File: src/rtl/link_pkg.sv
// Shared definitions for the sensor/actuator link stages: the receiver
// state encoding and the default word length / inter-bit timeout.
package link_pkg;

  localparam int DEFAULT_BIT_WIDTH      = 28;
  localparam int DEFAULT_TIMEOUT_CYCLES = 1000;

  typedef enum logic [1:0] {
    IDLE  = 2'd0,
    SHIFT = 2'd1,
    HOLD  = 2'd2
  } link_state_t;

endpackage

File: src/rtl/serial_word_receiver_if.sv
// Word handshake between the serial receiver and the downstream reversal stage.
interface serial_word_receiver_if
  import link_pkg::*;
#(
  parameter int BIT_WIDTH = DEFAULT_BIT_WIDTH
);

  // valid/ready: a word transfers on every rising clk edge where word_valid
  // and word_ready are both high; once raised, word_valid and word_data stay
  // unchanged until that transfer (only reset may withdraw them), and
  // word_ready may be driven freely without waiting for word_valid.
  logic [BIT_WIDTH-1:0] word_data;
  logic                 word_valid;
  logic                 word_ready;

  modport master (
    output word_data,
    output word_valid,
    input  word_ready
  );

  modport slave (
    input  word_data,
    input  word_valid,
    output word_ready
  );

endinterface

File: src/rtl/link_timeout_counter.sv
// Counts consecutive enabled cycles and flags the cycle in which the count
// reaches LIMIT, so the caller can act on the same clock edge.
module link_timeout_counter #(
  parameter int LIMIT = 1000
) (
  input  logic clk,
  input  logic rst,
  input  logic clear,
  input  logic enable,
  output logic expired
);

  localparam int TO_W = $clog2(LIMIT + 1);

  logic [TO_W-1:0] count;

  // Saturates at LIMIT so a caller that ignores expiry never sees a wrap.
  always_ff @(posedge clk) begin
    if (rst || clear) begin
      count <= '0;
    end else if (enable && (count != TO_W'(LIMIT))) begin
      count <= count + 1'b1;
    end
  end

  assign expired = enable && (count == TO_W'(LIMIT - 1));

endmodule

File: src/rtl/serial_word_receiver.sv
// Assembles an LSB-first word from a strobed serial stream, offers it on a
// valid/ready handshake and reports timeout, restart and overrun faults.
module serial_word_receiver
  import link_pkg::*;
#(
  parameter int BIT_WIDTH      = DEFAULT_BIT_WIDTH,
  parameter int TIMEOUT_CYCLES = DEFAULT_TIMEOUT_CYCLES
) (
  input  logic                  clk,
  input  logic                  rst,
  input  logic                  ser_start,
  input  logic                  ser_valid,
  input  logic                  ser_bit,
  serial_word_receiver_if.master word,
  output logic                  busy,
  output logic                  frame_error,
  output logic                  overrun,
  output link_state_t           state_dbg
);

  localparam int CNT_W = $clog2(BIT_WIDTH + 1);
  localparam int IDX_W = $clog2(BIT_WIDTH);

  link_state_t          state;
  logic [BIT_WIDTH-1:0] word_q;
  logic [CNT_W-1:0]     bit_cnt;
  logic                 word_valid_q;

  logic [IDX_W-1:0]     bit_idx;
  logic                 last_bit;
  logic [BIT_WIDTH-1:0] start_word;
  logic [CNT_W-1:0]     start_cnt;
  logic                 to_clear;
  logic                 to_enable;
  logic                 timed_out;

  assign bit_idx  = bit_cnt[IDX_W-1:0];
  assign last_bit = (bit_cnt == CNT_W'(BIT_WIDTH - 1));

  // A frame start always wipes the register; a strobe in the same cycle
  // becomes bit 0 of the new frame.
  assign start_word = ser_valid ? {{(BIT_WIDTH-1){1'b0}}, ser_bit} : '0;
  assign start_cnt  = ser_valid ? CNT_W'(1) : '0;

  assign to_clear  = (state != SHIFT) || ser_valid || ser_start;
  assign to_enable = (state == SHIFT) && !ser_valid && !ser_start;

  link_timeout_counter #(
    .LIMIT (TIMEOUT_CYCLES)
  ) u_timeout (
    .clk     (clk),
    .rst     (rst),
    .clear   (to_clear),
    .enable  (to_enable),
    .expired (timed_out)
  );

  always_ff @(posedge clk) begin
    if (rst) begin
      state        <= IDLE;
      word_q       <= '0;
      bit_cnt      <= '0;
      word_valid_q <= 1'b0;
      busy         <= 1'b0;
      frame_error  <= 1'b0;
      overrun      <= 1'b0;
    end else begin
      frame_error <= 1'b0;
      overrun     <= 1'b0;
      unique case (state)
        IDLE: begin
          if (ser_start) begin
            state   <= SHIFT;
            busy    <= 1'b1;
            word_q  <= start_word;
            bit_cnt <= start_cnt;
          end
        end
        SHIFT: begin
          if (ser_start) begin
            frame_error <= 1'b1;
            word_q      <= start_word;
            bit_cnt     <= start_cnt;
          end else if (ser_valid) begin
            word_q[bit_idx] <= ser_bit;
            bit_cnt         <= bit_cnt + 1'b1;
            if (last_bit) begin
              state        <= HOLD;
              busy         <= 1'b0;
              word_valid_q <= 1'b1;
            end
          end else if (timed_out) begin
            frame_error <= 1'b1;
            state       <= IDLE;
            busy        <= 1'b0;
            word_q      <= '0;
            bit_cnt     <= '0;
          end
        end
        HOLD: begin
          if (word.word_ready) begin
            word_valid_q <= 1'b0;
            // A start coinciding with the accept begins the next frame at once.
            if (ser_start) begin
              state   <= SHIFT;
              busy    <= 1'b1;
              word_q  <= start_word;
              bit_cnt <= start_cnt;
            end else begin
              state   <= IDLE;
              bit_cnt <= '0;
            end
          end else if (ser_start) begin
            overrun <= 1'b1;
          end
        end
        default: begin
          state <= IDLE;
        end
      endcase
    end
  end

  assign word.word_data  = word_q;
  assign word.word_valid = word_valid_q;
  assign state_dbg       = state;

endmodule

File: src/flat_wrapper.sv
// flat-port wrapper written by rule: the top's interface ports become plain ports
module serial_word_receiver_flat import link_pkg::*;
#(
  parameter int BIT_WIDTH      = DEFAULT_BIT_WIDTH,
  parameter int TIMEOUT_CYCLES = DEFAULT_TIMEOUT_CYCLES
)
  (clk, rst, ser_start, ser_valid, ser_bit, busy, frame_error, overrun, state_dbg, word_word_data, word_word_valid, word_word_ready);
  serial_word_receiver_if #(.BIT_WIDTH(BIT_WIDTH)) word_i ();
  input  logic clk;
  input  logic rst;
  input  logic ser_start;
  input  logic ser_valid;
  input  logic ser_bit;
  output logic busy;
  output logic frame_error;
  output logic overrun;
  output link_state_t state_dbg;
  output wire logic [$bits(word_i.word_data)-1:0] word_word_data;
  output wire logic [$bits(word_i.word_valid)-1:0] word_word_valid;
  input wire logic [$bits(word_i.word_ready)-1:0] word_word_ready;
  assign word_word_data = word_i.word_data;
  assign word_word_valid = word_i.word_valid;
  assign word_i.word_ready = word_word_ready;
  serial_word_receiver #(.BIT_WIDTH(BIT_WIDTH), .TIMEOUT_CYCLES(TIMEOUT_CYCLES)) u_core (.clk(clk), .rst(rst), .ser_start(ser_start), .ser_valid(ser_valid), .ser_bit(ser_bit), .word(word_i), .busy(busy), .frame_error(frame_error), .overrun(overrun), .state_dbg(state_dbg));
endmodule
File: config.mk
export PLATFORM = sky130hd
export DESIGN_NAME = serial_word_receiver_flat
export DESIGN_NICKNAME = d
export VERILOG_FILES = /design/src/rtl/link_pkg.sv /design/src/rtl/serial_word_receiver_if.sv /design/src/rtl/link_timeout_counter.sv /design/src/rtl/serial_word_receiver.sv /design/src/flat_wrapper.sv
export SDC_FILE = /design/constraint.sdc
export NUM_CORES = 1
export LEC_CHECK = 0
export BUFFER_PORTS_ARGS = -buffer_cell sky130_fd_sc_hd__buf_2
export CORE_MARGIN = 2
export CORE_UTILIZATION = 56
export CTS_CLUSTER_SIZE = 40
export DETAILED_ROUTE_END_ITERATION = 8
export PLACE_DENSITY = 0.85
export SLEW_MARGIN = 20
export SYNTH_ARGS = -nofsm -noshare
export SYNTH_HDL_FRONTEND = slang
export SYNTH_SLANG_ARGS = --single-unit
File: constraint.sdc
create_clock -name clk -period 2.5 [get_ports clk]
set_input_delay 0 -clock clk [delete_from_list [all_inputs] [get_ports clk]]
set_output_delay 0 -clock clk [all_outputs]
set_load 0.1 [all_outputs]
### Word-level counts from Yosys, hierarchy flattened

Cells that the tools add are included.

* equal/unequal tests: 14
* div/mod/pow operators: 0
* $lt $le $gt $ge: 2
* mux-type cells: 42
* bitwise logic cells: 2
* add/subtract/negate cells: 2
* multipliers: 0
* shift operators: 0
* reduce and logical (&&, ||, !) cells: 20

Operator list (number)
* 28-bit 2-to-1 mux: 5
* 28-bit one-hot mux with 3 select lines: 1
* 5-bit 2-to-1 mux: 6
* 28-bit bitwise mux: 1
* 1-bit 2-to-1 mux: 18
* 5-bit one-hot mux with 3 select lines: 1
* 5-bit AND reduction: 3
* 2-bit 2-to-1 mux: 6
* 10-bit by 1-bit adder with 10-bit output (second input constant): 1
* 10-bit equality test (second input constant): 1
* 10-bit != test (second input constant): 1
* 2-bit != test (second input constant): 4
* 5-bit by 6-bit < comparator with 1-bit output (second input constant): 1
* 3-bit by 2-bit != test with 1-bit output (second input constant): 2
* 2-bit one-hot mux with 3 select lines: 1
* 5-bit by 1-bit adder with 5-bit output (second input constant): 1
* 1-bit demux with 5-bit select: 1
* 5-bit equality test (second input constant): 1
* 5-bit by 1-bit greater-or-equal comparator with 1-bit output (second input constant): 1
* 1-bit logical AND: 5
* 2-bit by 1-bit != test with 1-bit output (second input constant): 2
* 4-bit by 3-bit != test with 1-bit output (second input constant): 1
* 4-bit AND reduction: 1
* 1-bit logical OR: 3
* other kinds (12): 14

* bits in writable memories: 0
* latch bits: 0
* register bits after elaboration: 49
* word-level logic and storage cells: 90
* input bits: 6
* memory bits (read-only): 0
* memories kept: 0
* output and inout port bits: 34

### Logic depth before layout (Yosys ltp)

Gate-level depths: netlist (run 1).

* depth after elaboration: 8
* depth in mapped cells: 9
* mapped depth without buffers: 6

### Modules after synthesis

Synthesis (run 1) repeated with hierarchy kept, for this count alone.

* cells, all modules: 308
* area total of the unflattened synthesis: 2602.5 um^2

By module, submodules not included
* serial_word_receiver: sequential area each 780.7 um^2, instances 1, area each 2011.9 um^2, cells each 241
* link_timeout_counter: sequential area each 200.2 um^2, instances 1, area each 590.6 um^2, cells each 67

### Least setup slack after synthesis (run 1)

No wires, ideal clock.

* path kind: flip-flop to flip-flop
* from: register u_core.state[0], in the netlist u_core.state_dbg[0]
* to: register u_core.bit_cnt[1]
* setup time: 71 ps
* clock period less this slack: 2857 ps
* arrival: 2786 ps
* path buffers: 2
* cell stages (with the launch flop): 9
* setup slack: -357 ps
* data required time: 2429 ps
* cell sequence: dfxtp_1 inv_1 ha_1 nor2b_4 buf_6 or3_1 buf_2 or4b_1 a21oi_1

* word-level cells in the longest chain between the ends: 6
* elaborated cells between the ends (all ways): 12
* those cells by class: 5 x eq/ne; 1 x mux; 6 x reduce/logical

Ends and longest elaborated chain
* start, declared: line serial_word_receiver.sv:24 `link_state_t state;`
* start signal, assigned: line serial_word_receiver.sv:60 `state <= IDLE;`
* start signal, assigned: line serial_word_receiver.sv:73 `state <= SHIFT;`
* start signal, assigned: line serial_word_receiver.sv:88 `state <= HOLD;`
* 2-bit by 1-bit equality test with 1-bit output: line serial_word_receiver.sv:46, serial_word_receiver.sv:70
* 1-bit logical AND (2 in a row): line serial_word_receiver.sv:46 `assign to_enable = (state == SHIFT) && !ser_valid && !ser_start;`
* 1-bit logical AND: line link_timeout_counter.sv:26 `assign expired = enable && (count == TO_W'(LIMIT - 1));`
* 4-bit by 3-bit != test with 1-bit output (no source line)
* 4-bit AND reduction (no source line)
* end signal, assigned: line serial_word_receiver.sv:76 `bit_cnt <= start_cnt;`
* end signal, assigned: line serial_word_receiver.sv:83 `bit_cnt <= start_cnt;`
* end signal, assigned: line serial_word_receiver.sv:86 `bit_cnt <= bit_cnt + 1'b1;`
* end, declared: line serial_word_receiver.sv:26 `logic [CNT_W-1:0] bit_cnt;`

Several ways; a longest one is shown, not always the timed one.
A chain may end at the register's enable or synchronous reset.

### Final worst setup path (run 1)

* from: register u_core.state[1], in the netlist u_core.state_dbg[1]
* to: register u_core.word_q[9], in the netlist u_core.word.word_data[9]

* word-level cells in the longest chain between the ends: 6
* elaborated cells between the ends (all ways): 11
* those cells by class: 4 x eq/ne; 1 x mux; 6 x reduce/logical

Ends and longest elaborated chain
* 2-bit by 1-bit equality test with 1-bit output: line serial_word_receiver.sv:46, serial_word_receiver.sv:70
* 1-bit logical AND (2 in a row): line serial_word_receiver.sv:46
* 1-bit logical AND: line link_timeout_counter.sv:26
* 4-bit by 3-bit != test with 1-bit output (no source line)
* 3-bit AND reduction (no source line)
* end signal, assigned: line serial_word_receiver.sv:75 `word_q <= start_word;`
* end signal, assigned: line serial_word_receiver.sv:82 `word_q <= start_word;`
* end signal, assigned by index: line serial_word_receiver.sv:85 `word_q[bit_idx] <= ser_bit;`
* end, declared: line serial_word_receiver.sv:25 `logic [BIT_WIDTH-1:0] word_q;`

Several ways; a longest one is shown, not always the timed one.

==> results of run 1 <==
[state kept, by name, summed over array words and instances (netlist names)]
name and cells:
u_core.state_dbg 2, u_core.bit_cnt 5, u_core.busy 1, u_core.frame_error 1, u_core.u_timeout.count 10, u_core.word.word_data 28
u_core.overrun 1, u_core.word.word_valid 1
[final timing paths]
path	end	depth (start not counted)
setup / recovery	u_core.word.word_data[9]$_SDFFE_PP0P_	6
setup reg to reg	u_core.word.word_data[9]$_SDFFE_PP0P_	6
hold / removal	u_core.word.word_data[27]$_SDFFE_PP0P_	2
hold reg to reg	u_core.word.word_data[0]$_SDFFE_PP0P_	2
[per-layer routing]
layer	part of all wire [%]	wire (um)	global-route usage, %
met5	0	0	0
met1	42	2700	31.9
met4	0.60	38	7.55
met3	6.4	411	5.14
met2	51	3220	42.2
[cells in the final DEF, fill, tap and decap left out, types with 5 or more instances in the layout]
cell	Yosys	final
sky130_fd_sc_hd__a31oi_1	16	16
sky130_fd_sc_hd__nand2b_1	7	7
sky130_fd_sc_hd__buf_2	2	39
sky130_fd_sc_hd__inv_1	10	10
sky130_fd_sc_hd__nor2_1	15	15
sky130_fd_sc_hd__dfxtp_1	49	47
sky130_fd_sc_hd__ha_1	10	10
sky130_fd_sc_hd__nand3_1	10	10
sky130_fd_sc_hd__a21oi_1	20	20
sky130_fd_sc_hd__o311ai_0	29	29
sky130_fd_sc_hd__o21ai_0	25	25
sky130_fd_sc_hd__nand2_1	15	15
sky130_fd_sc_hd__buf_4	0	8
sky130_fd_sc_hd__nor2b_1	10	10
sky130_fd_sc_hd__clkbuf_8	0	5
sky130_fd_sc_hd__o31ai_1	5	5
[area by class of cell]
class                      instances  area [sq um]
inverter                          10          37.5
tap                               52          65.1
timing repair buffer              47           255
sequential                        49           983
fill                             365          1520
clock buffer                       5          68.8
clock inverter                     3          21.3
multi-input combinational        220          1470
[power by group through the flow]
stage / sequential, mW / clock [mW] / combinational [mW]
3_3_place_gp: 0.811 / 0 / 0.156
4_1_cts: 0.793 / 0.482 / 0.159
2_1_floorplan: 0.843 / 0 / 0.0891
3_5_place_dp: 0.811 / 0 / 0.158
6_report: 0.793 / 0.473 / 0.162
5_1_grt: 0.794 / 0.509 / 0.176
[through the flow]
step | total power, mW | cells | area (sq um) | setup WS [ns]
detailed placement | 0.970 | 378 | 2810 | 0.426
finish | 1.43 | 386 | 2900 | 0.353
global route | 1.48 | 386 | 2900 | 0.134
global placement | 0.967 | 378 | 2810 | 0.486
CTS | 1.43 | 386 | 2900 | 0.411
floorplan | 0.932 | 306 | 2600 | 0.0210
[cells by family (layout without fill, tap and decap cells)]
logic type / Yosys count / in the layout / share of synthesized area [%]
simple gates: 89 / 89 / 19.7
fa+ha+maj: 10 / 10 / 4.82
buf+inv: 37 / 65 / 5.74
xor+xnor: 7 / 7 / 2.36
compound gates: 113 / 113 / 29.2
flops: 49 / 49 / 37.8
mux: 1 / 1 / 0.386
==> reports/qor.tcl, run 1 <==
set qor(number_of_distinct_library_cell_variants_in_the_gate_level_netlist_after_synthesis) 50
set qor(grt_pass1_vias) 2331
set qor(vias_per_cell) 6.42
set qor(pwr_density_cell_mw_per_mm2) 493
set qor(post-synth-top-count-cell) {sky130_fd_sc_hd__dfxtp_1}
set qor(wl_per_cell_um) 16.5
set qor(route.vias.total) 2477
set qor(total_global_routing_track_utilization_pct) 24.9
set qor(ys_top_cells_by_count) {49 x sky130_fd_sc_hd__dfxtp_1, 29 x sky130_fd_sc_hd__o311ai_0, 25 x sky130_fd_sc_hd__o21ai_0}
set qor(totalWireLength_um) 6370
set qor(pwr-share-seq_pct) 55.5
set qor(clock_sinks) 49
set qor(synth_top_flop_cell) {sky130_fd_sc_hd__dfxtp_1}
set qor(power.static_leakage_nw) 1.11
set qor(ctsResizeCount) 0
set qor(edff_count_synth) 0
set qor(netlist.area_leader.share_pct) 37.8
set qor(clock_tree.root_cell) {sky130_fd_sc_hd__clkbuf_8}
set qor(layout-area-overhead-vs-synth_pct) 11.6
set qor(power.share.clock_pct) 33.1
set qor(worst_hold_startpoint) {rst}
set qor(fin_skew_ns) 0.0102
set qor(antenna_violating_nets_post_route) 0
set qor(r2r-start) {u_core.state_dbg[1]$_SDFFE_PP0P_}
set qor(cts_tree) {built}
set qor(fp.coreArea_sq_mm) 0.00441
set qor(min_cycle_time_layout_ns) 2.15
set qor(postCtsHoldBufs) 0
set qor(synth_largest_area_cell) {sky130_fd_sc_hd__dfxtp_1}
set qor(globalRouteOverflowTotal) 0
set qor(worst_path_dominant_cell_family) {compound AO/OA/AOI/OAI gates}
set qor(fin_setup_tns_ns) 0
set qor(synthCells) 306
set qor(postCtsSetupRepairBufs) 0
set qor(critPathMaxStageDelay_ns) 0.59
set qor(dpl_wire_length_um) 4490
set qor(final_net_count) 349
set qor(htreeDepth) 2
set qor(end_kind) {register}
set qor(async_flop_share_pct) 0
set qor(die_height_um) 72.1
set qor(place_congestion) 0.866
set qor(pwr-share-comb_pct) 11.3
set qor(ys_seq_elements) 49
set qor(sequence_of_cells_on_the_critical_path) {inv_1, ha_1, nand4b_1, a211oi_1, nand3_1, o21ai_0}
set qor(worstPathBufferInverterCount) 1
set qor(power.switching_fraction_pct) 28.0
set qor(max_freq_mhz) 466
set qor(netlist_top_cells_area) {sky130_fd_sc_hd__dfxtp_1 38%, sky130_fd_sc_hd__o311ai_0 9.8%, sky130_fd_sc_hd__ha_1 4.8%}
set qor(clkTransAtPathRegs_ns) 0.10
set qor(finalHoldWorstSlack_ns) 0.0507
set qor(rrSetupSlack_ns) 0.35
set qor(post_route_cells_drive_above_1_share_pct) 18.3
set qor(ctsLongestPathBuffers) 2
set qor(yosysSeqAreaShare_pct) 37.8
set qor(vdd_ir_drop_max_uv) 311
set qor(yosys_warnings) 0
set qor(cell_area_after_synthesis_sq_mm) 0.00259
set qor(cp_slowest_cell) {sky130_fd_sc_hd__a211oi_1}
set qor(final_core_utilization_pct) 65.6
set qor(post-route-drc-count) 0
set qor(start_util_pct) 58.8
set qor(num_antenna_cells) 0
set qor(detailedRoute.firstPassIterationCount) 6
set qor(worst-setup-path-type) {reg2reg}
set qor(syn_nets) 322
set qor(tightestPinTransition_ns) 0.652
set qor(required_ns) 2.73
set qor(drt_iter0_drc) 197
set qor(largest_net_degree_at_the_start_of_global_routing) 28
set qor(cp-start-kind) {register}
set qor(final-setup-viol-count) 0
set qor(place.port_buffers) 39
set qor(worst_skew_pair.late_latency_ns) 0.30
set qor(fin_crit_sh_pct) 85.9
set qor(fp.dieArea_sq_mm) 0.00519
set qor(finalMaxSlewViolations) 0
set qor(timing.max_slew.rel_slack_pct) 56.3
set qor(report.final.hold_viol_count) 0
set qor(initial_antenna_violation_count) 0
set qor(number_of_placement_rows) 24
set qor(worstPathMaxFanout) 7
set qor(hold_path_class) {in2reg}
set qor(worst_ep_arrival_time_ns) 2.38
set qor(post_synth.cell_area_avg_sq_um) 8.48
set qor(crit_start) {u_core.state_dbg[1]$_SDFFE_PP0P_}
set qor(timing.max_cap.violations) 0
set qor(intPower_mw) 1.03
set qor(power_switching_uw) 400
set qor(grt_pass1_wl_um) 10500
set qor(status) {finished clean}
set qor(die_x_um) 72.1
set qor(io_pins) 40
set qor(rsz0062_at_grt) {false}
set qor(cts_inserted_buffers) 5
(Power assumes the default switching activity.)
==> run 2: changes to the inputs <==
- BUFFER_PORTS_ARGS: -buffer_cell sky130_fd_sc_hd__buf_2 -> not set
- DONT_BUFFER_PORTS: not set -> 1
- PLACE_DENSITY: 0.85 -> 0.77
==> reports/qor.tcl, run 2 (same netlist as run 1, synthesis figures left out) <==
set qor(postLayoutSetupSlackWorst_ns) 0.134 ;# -0.218 ns
set qor(finish.cell_count_without_fillers) 384 ;# -0.52%
set qor(num_antenna_cells) 0 ;# unchanged
set qor(wl_per_cell_um) 17.6 ;# +6.3%
set qor(required_ns) 2.74 ;# about the same
set qor(antenna_violating_nets_post_route) 0 ;# unchanged
set qor(timing.max_slew.rel_slack_pct) 37.4 ;# -19 points
set qor(fin_crit_sh_pct) 94.6 ;# +8.7 points
set qor(pwr_density_cell_mw_per_mm2) 483 ;# -1.9%
set qor(initial_antenna_violation_count) 0 ;# unchanged
set qor(final_net_count) 347 ;# -0.57%
set qor(post_route_cells_drive_above_1_share_pct) 16.0 ;# -2.3 points
set qor(most-common-layout-cells) {47 x sky130_fd_sc_hd__dfxtp_1, 39 x sky130_fd_sc_hd__buf_4, 29 x sky130_fd_sc_hd__o311ai_0, 25 x sky130_fd_sc_hd__o21ai_0, 20 x sky130_fd_sc_hd__a21oi_1}
set qor(largest_net_degree_at_the_start_of_global_routing) 38 ;# +36%
set qor(fp.coreArea_sq_mm) 0.00441 ;# unchanged
set qor(cts_inserted_buffers) 5 ;# unchanged
set qor(grt_pass1_vias) 2296 ;# -1.5%
set qor(fillerInstances) 378 ;# +3.6%
set qor(report.final.hold_viol_count) 1 ;# +1
set qor(worstPathMaxFanout) 11 ;# +4
set qor(max_freq_mhz) 423 ;# -9.2%
set qor(post-route-drc-count) 0 ;# unchanged
set qor(finalMaxSlewViolations) 0 ;# unchanged
set qor(worst_skew_pair.late_latency_ns) 0.31 ;# about the same
set qor(vdd_ir_drop_max_uv) 399 ;# +29%
set qor(htreeDepth) 2 ;# unchanged
set qor(tightestPinTransition_ns) 0.938 ;# +0.285 ns
set qor(dpl_wire_length_um) 4340 ;# -3.5%
set qor(rrSetupSlack_ns) 0.13 ;# -0.22 ns
set qor(vias_per_cell) 6.54 ;# +2.0%
set qor(final_core_utilization_pct) 67.9 ;# +2.2 points
set qor(fin_skew_ns) 0.0123 ;# +0.00215 ns
set qor(start_util_pct) 58.8 ;# unchanged
set qor(intPower_mw) 1.03 ;# +0.65%
set qor(power_switching_uw) 413 ;# +3.4%
set qor(die_height_um) 72.1 ;# unchanged
set qor(pwr-share-seq_pct) 54.9 ;# -0.6 points
set qor(rsz0062_at_grt) {false}
set qor(place_congestion) 0.838 ;# -3.3%
set qor(end_kind) {register}
set qor(cp-endpoint) {u_core.state_dbg[0]$_SDFFE_PP0P_}
set qor(clock_tree.root_cell) {sky130_fd_sc_hd__clkbuf_8}
set qor(totalWireLength_um) 6740 ;# +5.8%
set qor(number_of_placement_rows) 24 ;# unchanged
set qor(timing.max_cap.violations) 0 ;# unchanged
set qor(power.switching_fraction_pct) 28.5 ;# +0.55 points
set qor(status) {finished, violations left}
set qor(cts_tree) {built}
set qor(crit_start) {u_core.state_dbg[1]$_SDFFE_PP0P_}
set qor(place.port_buffers) 0 ;# -100%
set qor(power.share.clock_pct) 33.7 ;# +0.6 points
set qor(total_global_routing_track_utilization_pct) 27.3 ;# +2.4 points
set qor(rr_worst_depth) 7 ;# +1
set qor(finalInstanceArea_sq_mm) 0.00300 ;# +3.4%
set qor(io_pins) 40 ;# unchanged
set qor(finalHoldWorstSlack_ns) -0.00166 ;# -0.0523 ns
set qor(violations) {negative hold slack}
set qor(worst_ep_arrival_time_ns) 2.61 ;# +0.23 ns
set qor(detailedPlace.worstSlack_ns) 0.377 ;# -0.0494 ns
set qor(globalRouteOverflowTotal) 0 ;# unchanged
set qor(fin_setup_tns_ns) 0 ;# unchanged
set qor(die_x_um) 72.1 ;# unchanged
set qor(layout-area-overhead-vs-synth_pct) 15.4
set qor(r2r-start) {u_core.state_dbg[1]$_SDFFE_PP0P_}
set qor(route.vias.total) 2513 ;# +1.5%
set qor(clkTransAtPathRegs_ns) 0.09 ;# about the same
set qor(min_cycle_time_layout_ns) 2.37 ;# +0.218 ns
set qor(final_common_cell) {sky130_fd_sc_hd__dfxtp_1}
set qor(fp.dieArea_sq_mm) 0.00519 ;# unchanged
set qor(grt_pass1_wl_um) 11300 ;# +7.3%
set qor(final-setup-viol-count) 0 ;# unchanged
set qor(pwr-share-comb_pct) 11.4 ;# about the same
set qor(cp-start-kind) {register}
set qor(worst-setup-path-type) {reg2reg}
set qor(total_power_mw) 1.45 ;# +1.4%
set qor(ctsLongestPathBuffers) 2 ;# unchanged
set qor(postPlaceCellArea_sq_mm) 0.00284 ;# +1.3%
set qor(clock_sinks) 49 ;# unchanged
set qor(detailedRoute.firstPassIterationCount) 5 ;# -1
set qor(hold_path_class) {in2reg}
set qor(r2r-end) {u_core.state_dbg[0]$_SDFFE_PP0P_}
set qor(power.static_leakage_nw) 1.10 ;# -1.1%
set qor(place_inst) 370 ;# -2.1%
set qor(drt_iter0_drc) 306 ;# +55%
set qor(largest_register_ff_count) 28 ;# unchanged
==> run 2: cell count changes in the layout (fill, tap and decap cells not counted) <==
cell                            change
sky130_fd_sc_hd__buf_2             -39
sky130_fd_sc_hd__buf_4             +31
sky130_fd_sc_hd__dlygate4sd3_1      +6
sky130_fd_sc_hd__a2111oi_0          -1
sky130_fd_sc_hd__a2111oi_1          +1
==> run 2: metal layers <==
layer	vias up	wire length, um	global-route usage (%)
li1	1215	-	-
met1	1172	2870	36.9
met2	115	3300	44.3
met3	11	489	5.83
met4	0	80	7.13
met5	-	0	0
==> run 2: worst min-delay path by stage <==
stage | start | end | slack (ns) | cells past startpoint
floorplan | word_word_ready | u_core.word.word_valid$_SDFFE_PP0P_ | 0.20 | 3
global placement | rst | u_core.state_dbg[0]$_SDFFE_PP0P_ | 0.07 | 1
detailed placement | rst | u_core.state_dbg[0]$_SDFFE_PP0P_ | 0.07 | 1
CTS | ser_valid | u_core.word.word_data[27]$_SDFFE_PP0P_ | 0.008 | 3
global route | ser_valid | u_core.word.word_valid$_SDFFE_PP0P_ | 0.02 | 3
finish | ser_valid | u_core.word.word_data[27]$_SDFFE_PP0P_ | -0.002 | 3
==> run 2: power by group through the flow <==
stage	Sequential, mW	Combinational (mW)	Clock, mW
floorplan	0.843	0.0891	0
global placement	0.813	0.145	0
detailed placement	0.814	0.145	0
CTS	0.796	0.159	0.488
global route	0.797	0.178	0.517
finish	0.796	0.164	0.488
==> run 2: area by class of cell <==
| class | instances | area [sq um] | area share, % |
|---|---|---|---|
| clock inverters | 3 | 21.3 | 0.710 |
| flip-flops and latches | 49 | 983 | 32.8 |
| well taps | 52 | 65.1 | 2.17 |
| repair buffers | 45 | 353 | 11.8 |
| multi-input cells | 220 | 1470 | 49.0 |
| clock buffers | 5 | 68.8 | 2.30 |
| inverters | 10 | 37.5 | 1.25 |
==> run 2: critical path, stage by stage, from the launching register on <==
cell                            delay (ns)
sky130_fd_sc_hd__dfxtp_2              0.40
sky130_fd_sc_hd__inv_1                0.08
sky130_fd_sc_hd__ha_1                 0.30
sky130_fd_sc_hd__buf_4                0.20
sky130_fd_sc_hd__a2111oi_1            0.37
sky130_fd_sc_hd__a21oi_1              0.07
sky130_fd_sc_hd__a211oi_1             0.26
sky130_fd_sc_hd__dlygate4sd3_1        0.61
==> run 2: repair_timing <==
| action | CTS | global route |
|---|---|---|
| setup buffers | 0 | 0 |
| endpoints found under the hold margin | 13 | 0 |
| resized for setup | 0 | 1 |
| endpoints found under the setup margin | 0 | 1 |
| hold buffers | 6 | 0 |
==> run 3: changes to the inputs <==
- CORE_UTILIZATION: 56 -> 30
- PLACE_DENSITY: 0.77 -> 0.5
==> reports/qor.tcl, run 3 (same netlist as run 1, synthesis figures left out) <==
set qor(start_util_pct) 31.3 ;# -28 points
set qor(final-setup-viol-count) 0 ;# unchanged
set qor(r2r-start) {u_core.state_dbg[0]$_SDFFE_PP0P_}
set qor(fp.dieArea_sq_mm) 0.00941 ;# +81%
set qor(status) {finished clean}
set qor(required_ns) 2.69 ;# -0.05 ns
set qor(clock_sinks) 49 ;# unchanged
set qor(seqCellArea_sq_um) 983 ;# unchanged
set qor(min_cycle_time_layout_ns) 2.23 ;# -0.135 ns
set qor(grt.met1_usage_pct) 20.4 ;# -16 points
set qor(pwr_density_cell_mw_per_mm2) 492 ;# +1.7%
set qor(gr-usage-met3_pct) 3.97 ;# -1.9 points
set qor(route.vias.total) 2424 ;# -3.5%
set qor(largest_net_degree_at_the_start_of_global_routing) 28 ;# -26%
set qor(grt_pass1_vias) 2435 ;# +6.1%
set qor(final_common_cell) {sky130_fd_sc_hd__dfxtp_1}
set qor(grtUsageMet2_pct) 25.3 ;# -19 points
set qor(place_inst) 425 ;# +15%
set qor(place.port_buffers) 0 ;# unchanged
set qor(worst_ep_arrival_time_ns) 2.42 ;# -0.19 ns
set qor(cp-start-kind) {register}
set qor(area_occupied_by_multi_input_gates_sq_mm) 0.00147 ;# about the same
set qor(crit_start) {u_core.state_dbg[0]$_SDFFE_PP0P_}
set qor(io_pins) 40 ;# unchanged
set qor(finalInstanceArea_sq_mm) 0.00312 ;# +4.1%
set qor(report.final.hold_viol_count) 0 ;# -1
set qor(end_kind) {register}
set qor(grt_pass1_wl_um) 12200 ;# +8.1%
set qor(largest_register_ff_count) 28 ;# unchanged
set qor(tightestPinTransition_ns) 0.940 ;# +0.00239 ns
set qor(most-common-layout-cells) {47 x sky130_fd_sc_hd__dfxtp_1, 40 x sky130_fd_sc_hd__buf_4, 29 x sky130_fd_sc_hd__o311ai_0, 25 x sky130_fd_sc_hd__o21ai_0, 20 x sky130_fd_sc_hd__a21oi_1}
set qor(finalMaxSlewViolations) 0 ;# unchanged
set qor(postLayoutSetupSlackWorst_ns) 0.270 ;# +0.135 ns
set qor(rr_worst_depth) 8 ;# +1
set qor(worst_skew_pair.late_latency_ns) 0.31 ;# about the same
set qor(post_route_cells_drive_above_1_share_pct) 16.1 ;# +0.16 points
set qor(initial_antenna_violation_count) 0 ;# unchanged
set qor(ctsLongestPathBuffers) 2 ;# unchanged
set qor(rsz0062_at_grt) {false}
set qor(drt_iter0_drc) 116 ;# -62%
set qor(fin_setup_tns_ns) 0 ;# unchanged
set qor(dpl_wire_length_um) 4870 ;# +12%
set qor(r2r-end) {u_core.state_dbg[0]$_SDFFE_PP0P_}
set qor(detailedPlace.worstSlack_ns) 0.445 ;# +0.0681 ns
set qor(vdd_ir_drop_max_uv) 228 ;# -43%
set qor(worstPathMaxFanout) 9 ;# -2
set qor(totalWireLength_um) 7150 ;# +6.1%
set qor(num_antenna_cells) 0 ;# unchanged
set qor(fin_skew_ns) 0.0100 ;# -0.00226 ns
set qor(place_congestion) 0.780 ;# -6.9%
set qor(fp.coreArea_sq_mm) 0.00830 ;# +88%
set qor(cp-endpoint) {u_core.state_dbg[0]$_SDFFE_PP0P_}
set qor(htreeDepth) 2 ;# unchanged
set qor(fillerInstances) 853 ;# +130%
set qor(layout-area-overhead-vs-synth_pct) 20.2
set qor(number_of_placement_rows) 33 ;# +38%
set qor(rrSetupSlack_ns) 0.27 ;# +0.14 ns
set qor(timing.max_cap.violations) 0 ;# unchanged
set qor(max_freq_mhz) 448 ;# +6.1%
set qor(clkTransAtPathRegs_ns) 0.09 ;# about the same
set qor(die_height_um) 97.0 ;# +35%
set qor(final_net_count) 350 ;# +0.86%
set qor(wl_per_cell_um) 16.3 ;# -7.4%
set qor(postCtsSetupRepairBufs) 0 ;# unchanged
set qor(total_global_routing_track_utilization_pct) 15.5 ;# -12 points
set qor(antenna_violating_nets_post_route) 0 ;# unchanged
set qor(power.static_leakage_nw) 1.13 ;# +2.4%
set qor(globalRouteOverflowTotal) 0 ;# unchanged
set qor(global_route.peak_usage_layer) {met2}
set qor(worst-setup-path-type) {reg2reg}
set qor(cts_inserted_buffers) 5 ;# unchanged
set qor(clock_tree.root_cell) {sky130_fd_sc_hd__clkbuf_8}
set qor(postPlaceCellArea_sq_mm) 0.00294 ;# +3.3%
set qor(post-route-drc-count) 0 ;# unchanged
set qor(ctsResizeCount) 0 ;# unchanged
set qor(finish.cell_count_without_fillers) 440 ;# +15%
set qor(vias_per_cell) 5.51 ;# -16%
set qor(cts_tree) {built}
set qor(detailedRoute.firstPassIterationCount) 4 ;# -1
set qor(hold_path_class) {in2reg}
set qor(fin_crit_sh_pct) 89.2 ;# -5.4 points
set qor(timing.max_slew.rel_slack_pct) 37.2 ;# -0.16 points
set qor(die_x_um) 97.0 ;# +35%
-- run 3: per-stage QoR --
step	util, %	hold WS (ns)	power [mW]
floorplan	-	0.204	0.932
global placement	35.4	0.0744	0.963
detailed placement	35.4	0.0737	0.963
CTS	37.6	0.00447	1.56
global route	37.6	0.0290	1.60
finish	37.6	0.0120	1.53
-- run 3: area by class of cell --
type,count,share of cell area [%]
Clock buffer,6,2.33
Clock inverter,2,1.24
Inverter,10,1.20
Multi-Input combinational cell,220,47.0
Sequential cell,49,31.5
Tap cell,105,4.21
Timing Repair Buffer,48,12.5
-- run 3: report_power, final --
part	total, mW	switching [mW]	leakage, nW	internal (mW)
clock	0.573	0.272	0.0554	0.301
combinational	0.164	0.113	0.675	0.0509
sequential	0.796	0.00972	0.396	0.786
-- run 3: what timing repair did --
item,4_1_cts,5_1_grt
endpoints found under the hold margin,13,0
hold buffers,7,0
endpoints found under the setup margin,0,0
-- run 3: metal layers --
metal	vias up	part of all wire (%)
met5	-	0
met4	0	1.6
met3	14	5.3
met2	60	46
met1	1125	47
li1	1225	-
-- run 3: worst min path at each step --
stage | from | to | slack [ns] | cells after the start
after floorplan | word_word_ready | u_core.word.word_valid$_SDFFE_PP0P_ | 0.20 | 3
final | ser_valid | u_core.word.word_valid$_SDFFE_PP0P_ | 0.01 | 3
after CTS | ser_valid | u_core.word.word_valid$_SDFFE_PP0P_ | 0.004 | 3
after global routing | ser_start | u_core.bit_cnt[0]$_SDFFE_PP0P_ | 0.03 | 3
after detailed placement | rst | u_core.state_dbg[0]$_SDFFE_PP0P_ | 0.07 | 1
after global placement | rst | u_core.bit_cnt[1]$_SDFFE_PP0P_ | 0.07 | 1
-- run 3: worst max-delay path, cell delays in order, from the launching register on --
cell                            delay (ns)
sky130_fd_sc_hd__dfxtp_2              0.38
sky130_fd_sc_hd__inv_1                0.07
sky130_fd_sc_hd__ha_1                 0.26
sky130_fd_sc_hd__nor2b_4              0.15
sky130_fd_sc_hd__buf_4                0.15
sky130_fd_sc_hd__or3_1                0.34
sky130_fd_sc_hd__a21oi_1              0.14
sky130_fd_sc_hd__a211oi_1             0.06
sky130_fd_sc_hd__dlygate4sd3_1        0.57
